`src/rtl/bcd_tens_display.sv`:
```
// bcd_tens_display: tens digit tracking from units wrap-around, carry/borrow/err flags,
// and a two-digit time-multiplexed 7-segment driver.
module bcd_tens_display #(
    parameter int REFRESH_DIV    = 4,
    parameter bit SEG_ACTIVE_LOW = 1'b0
) (
    input  logic       clk,
    input  logic       rst,
    input  logic       A,
    input  logic       B,
    input  logic       C,
    input  logic       D,
    input  logic       x,
    output logic [3:0] tens,
    output logic       carry,
    output logic       borrow,
    output logic       err,
    output logic [6:0] seg,
    output logic [1:0] an
);
    localparam int CW = $clog2(REFRESH_DIV);

    logic [3:0]    cur, prev_digit;
    logic          prev_x, primed, sel, up_wrap, dn_wrap, last;
    logic [CW-1:0] cnt;
    logic [6:0]    seg_raw, seg_nxt;

    function automatic logic [6:0] decode(input logic [3:0] d);
        case (d)
            4'd0:    decode = 7'h3F;
            4'd1:    decode = 7'h06;
            4'd2:    decode = 7'h5B;
            4'd3:    decode = 7'h4F;
            4'd4:    decode = 7'h66;
            4'd5:    decode = 7'h6D;
            4'd6:    decode = 7'h7D;
            4'd7:    decode = 7'h07;
            4'd8:    decode = 7'h7F;
            4'd9:    decode = 7'h6F;
            default: decode = 7'h00;
        endcase
    endfunction

    assign cur = {A, B, C, D};
    assign seg = SEG_ACTIVE_LOW ? ~seg_raw : seg_raw;

    // A wrap is a 9->0 (up) or 0->9 (down) step seen across two consecutive edges
    always_comb begin
        up_wrap = primed && prev_x && prev_digit == 4'd9 && cur == 4'd0;
        dn_wrap = primed && !prev_x && prev_digit == 4'd0 && cur == 4'd9;
        last    = cnt == CW'(REFRESH_DIV - 1);
        seg_nxt = decode(sel ? tens : cur);
    end

    always_ff @(posedge clk or posedge rst) begin
        if (rst) begin
            tens       <= 4'd0;
            carry      <= 1'b0;
            borrow     <= 1'b0;
            err        <= 1'b0;
            an         <= 2'b00;
            seg_raw    <= 7'h00;
            cnt        <= '0;
            sel        <= 1'b0;
            prev_digit <= 4'd0;
            prev_x     <= 1'b0;
            primed     <= 1'b0;
        end else begin
            prev_digit <= cur;
            prev_x     <= x;
            primed     <= 1'b1;
            err        <= err | (cur > 4'd9);
            carry      <= up_wrap && tens == 4'd9;
            borrow     <= dn_wrap && tens == 4'd0;
            if (up_wrap)
                tens <= (tens == 4'd9) ? 4'd0 : tens + 4'd1;
            else if (dn_wrap)
                tens <= (tens == 4'd0) ? 4'd9 : tens - 4'd1;
            cnt     <= last ? '0 : cnt + 1'b1;
            sel     <= sel ^ last;
            an      <= sel ? 2'b10 : 2'b01;
            seg_raw <= seg_nxt;
        end
    end
endmodule

```
`config.mk`:
```
export PLATFORM = sky130hd
export DESIGN_NAME = bcd_tens_display
export DESIGN_NICKNAME = d
export VERILOG_FILES = /design/src/rtl/bcd_tens_display.sv
export SDC_FILE = /design/constraint.sdc
export NUM_CORES = 1
export LEC_CHECK = 0
export ABC_CLOCK_PERIOD_IN_PS = 2850
export CORE_UTILIZATION = 54
export DETAILED_ROUTE_END_ITERATION = 10
export GPL_TIMING_DRIVEN = 1
export PLACE_DENSITY = 0.91
export SYNTH_ARGS = -nofsm -noshare
export SYNTH_HDL_FRONTEND = slang
export SYNTH_SLANG_ARGS = --single-unit
```
`constraint.sdc`:
```
create_clock -name clk -period 2.85 [get_ports clk]
set_input_delay 0.285 -clock clk [delete_from_list [all_inputs] [get_ports clk]]
set_output_delay 0.285 -clock clk [all_outputs]
set_load 0.05 [all_outputs]
```
After elaboration in Yosys (flattened, before gate mapping). Memories as Yosys holds them, arrays and structs flattened. A register that Yosys moved wholly into a read port is not among the register bits. Index checks and enable logic that the tools add are counted.

Shift operators: 0. Equal/unequal tests: 4. Bitwise operators: 2. Divide/modulo/power cells: 0. Reductions and logical operators: 13. Multipliers: 0. Mux-type cells: 7. Add/subtract/negate cells: 3. $lt $le $gt $ge: 1.

Operator list (number): $mux 4 (5); $eq 4x4->1 const B (3); $logic_not 4->1 (3); $logic_and 1x1->1 (8); $add 4x1->4 const B (1); $gt 4x4->1 const B (1); $mux 2 (2); $sub 4x1->4 const B (1); $add 2x1->2 const B (1); $eq 2x2->1 const B (1); $reduce_bool 2->1 (1); $logic_not 1->1 (1); $or 1x1->1 (1); $xor 1x1->1 (1).

Logic and storage cells: 41. Register bits after elaboration: 18. Bits in writable memories: 0. Memories: 1. Latch bits: 0. Bits in read-only memories: 112.

Memory list: (name not given) (depth 16, width 7, read ports 1, clocked after memory_dff 1, write ports 0, line 29) `case (d)`.

Logic depth before layout (Yosys ltp).
Depth in word-level cells: 6. Depth in mapped cells: 7. Gate-level depth less buffers: 6.

Worst setup path after synthesis. OpenSTA, ideal clock, no wires.

Kind: reg2reg. Start point: register tens[1]. End point: register seg_raw[4] (netlist: seg[4]). Buffers on the path: 1. Arrival: 1.519 ns. Stages on the path, launching flop included: 6. Slack: 1.210 ns. Period minus slack after synthesis: 1.640 ns. Cell sequence: dfrtp_1 > buf_2 > mux2i_4 > inv_1 > ha_1 > a22o_1.

Word-level cells in the longest chain between the ends: 1.

Ends and longest elaborated chain: from (decl) (line 14) `output logic [3:0] tens,`; from (signal assigned) (line 76) `tens <= (tens == 4'd9) ? 4'd0 : tens + 4'd1;`; from (signal assigned) (line 78) `tens <= (tens == 4'd0) ? 4'd9 : tens - 4'd1;`; $mux 4 (line 52) `seg_nxt = decode(sel ? tens : cur);`; to (decl) (line 26) `logic [6:0] seg_raw, seg_nxt;`.

No other way between the ends. A chain may end at the register's enable or synchronous reset.

Worst setup path in the final report.
Start point: register tens[1]. End point: output tens[1].

No word-level cell between the ends.

==> out/metrics.yaml <==
syn-num-nets: 114
maxCapViolCount: 0
dpl-instance-area_um2: 1400
synth.top_cell.area_share: 0.532
antenna_found_initial: 0
leakage_nw: 0.618
yosys.area.top_type: "dfrtp_1"
cts.sinks: 25
clockBufferDepth: 2
path_cells: "clkdlybuf4s50_1"
yosysMostFrequentCell: "dfrtp_1"
maxSlewViolCount: 0
holdPathEnd: "prev_x"
cts_hold_buf: 0
firstDrtPassIters: 4
period_share: 0.727
ys.warnings.count: 0
post-cts-setup-buffers: 0
timing.slew.headroom: 0.398
start_util: 0.587
post_cts_resized: 0
max_freq_ghz: 0.482
synth.top_cells.by_count: "25 x dfrtp_1, 7 x a21oi_1, 7 x ha_1"
r2r_end: "seg[3]"
syn_avg_cell_area_um2: 11.7
hp-class: "in2reg"
grt.total_usage: 0.192
worstSkewPairLatency_ns: 0.32
hp-start: "x"
ys_ff_latch: 25
area_growth_pct: 21.6
synth.distinct_cells: 39
ant_nets: 0
hold_violations: 0
clk_pin_slew_ns: 0.13
tightest_slew_ns: 0.902
r2r_cells: 6
dieArea_um2: 2370
ir_drop_v: 0.000333
path_delay_family: "buffers and inverters"
intPower_uw: 462
die_w_um: 48.6
dr_total_vias: 787
crit_arrival_ns: 1.79
status: "finished clean"
grt_pass1_vias: 764
holdWs_ns: 0.385
min_period_ns: 2.07
cts_tree: "done"
slowest_delay_ns: 0.88
grt_max_degree: 26
clock_skew_ns: 0.00109
end_kind: "output pin"
synthesis.area_um2: 1170
io_pins: 23
reg2reg_slack_ns: 1.08
hold_depth: 1
cts-root-buf: "clkbuf_4"
drc: 0
place_congestion: 0.831
path_max_fanout: 8
setup_viol: 0
viasPerCell: 5.28
rows: 16
syn_inst: 100
placed_cells: 145
required_ns: 2.57
grt_pass1_wl_mm: 3.35
cp_num_buf_inv: 1
grt.overflow.total: 0
synthFlopType: "dfrtp_1"
switching_share: 0.288
p_clk_frac: 0.241
p_per_area_nw_per_um2: 454
final_cell_count_no_fill: 149
drive_gt1_frac: 0.123
nFillCells: 155
rsz0062_at_grt: "no"
pwr-share-comb: 0.176
ys_seq_area_frac: 0.532
crit_slowest_cell: "clkdlybuf4s50_1"
core_area_um2: 2000
drt-total-wl_mm: 1.99
dieHeight_um: 48.6
pwr-share-seq: 0.583
cts_buffers: 3
reg2reg_from: "sel"
dpl.hpwl_mm: 1.46
io_buffers: 22
synthArstFlopShare: 1.00
avgRoutedWirePerCell_um: 13.4
tns_ns: 0
ctsHtreeMaxLevel: 1
startpoint_type: "flop"
num-nets-final: 137
drt_iter0_markers: 12
p_sw_uw: 187
diodes: 0
netlist_top_cells_area: "dfrtp_1 53%, ha_1 7.5%, mux2i_1 3.4%"
crit_type: "reg2out"
fin_area_um2: 1430
synth-edff-count: 0
==> cell type report <==
type	instances	area, um2	area share
well taps	27	33.8	0.0236
flip-flops and latches	25	626	0.438
inverters	5	18.8	0.0131
clock buffers	3	22.5	0.0158
repair buffers	22	220	0.154
clock inverters	1	5.00	0.00350
multi-input cells	66	503	0.352
==> kinds of logic after synthesis <==
family          count (synthesis)  share of synthesized area
other cells                     1                    0.00319
fa+ha+maj                       7                     0.0745
flops                          25                      0.532
simple gates                   28                      0.144
xor+xnor                        5                     0.0373
mux                             7                     0.0745
compound gates                 18                     0.0948
buf+inv                         9                     0.0394
==> through the flow <==
step / total power [mW] / utilization / setup WS (ns)
2_1_floorplan: 0.458 / - / 1.21
3_3_place_gp: 0.497 / 0.700 / 0.969
3_5_place_dp: 0.500 / 0.700 / 0.905
4_1_cts: 0.659 / 0.714 / 0.771
5_1_grt: 0.678 / 0.714 / 0.707
6_report: 0.649 / 0.714 / 0.777
==> state kept, by name (all words and copies together), names as in the netlist <==
name and flops:
err 1, sel 1, cnt 2, seg 7, tens 4, prev_digit 4, carry 1, prev_x 1
primed 1, borrow 1, an 2
==> power by group through the flow <==
stage               clock network (mW)  registers [mW]  logic [mW]
detailed placement                   0           0.385       0.115
global route                     0.176           0.380       0.122
CTS                              0.165           0.379       0.115
floorplan                            0           0.421      0.0361
finish                           0.157           0.378       0.114
global placement                     0           0.385       0.113
==> layout by cell type (no fill, tap or decap), types with 2 or more instances in the layout <==
cell type | Yosys | final
a21oi_1 | 7 | 7
clkbuf_4 | 0 | 3
clkdlybuf4s50_1 | 0 | 22
dfrtp_1 | 25 | 25
ha_1 | 7 | 7
inv_1 | 5 | 5
mux2i_1 | 4 | 4
nand2_1 | 5 | 5
nand3_1 | 2 | 2
nor2_1 | 5 | 5
nor2_2 | 2 | 2
nor2b_1 | 2 | 2
o21ai_0 | 4 | 4
o22ai_1 | 2 | 2
xnor2_1 | 3 | 3
xor2_1 | 2 | 2
==> routing by layer <==
| metal | vias to the layer above | global-route usage | share of wire |
|---|---|---|---|
| met5 | - | 0 | 0 |
| met3 | 5 | 0.0283 | 0.030 |
| met1 | 377 | 0.234 | 0.46 |
| li1 | 385 | - | - |
| met4 | 0 | 0.137 | 0.030 |
| met2 | 20 | 0.310 | 0.48 |
==> worst max-delay path by stage <==
stage	slack [ns]	depth (start not counted)	from	to
floorplan	1.21	5	tens[1]	seg[4]
global placement	0.97	6	A	tens[3]
detailed placement	0.91	6	C	tens[3]
CTS	0.77	1	tens[1]	tens[1]
global route	0.71	1	tens[2]	tens[2]
finish	0.78	1	tens[1]	tens[1]
(Power assumes the default switching activity.)
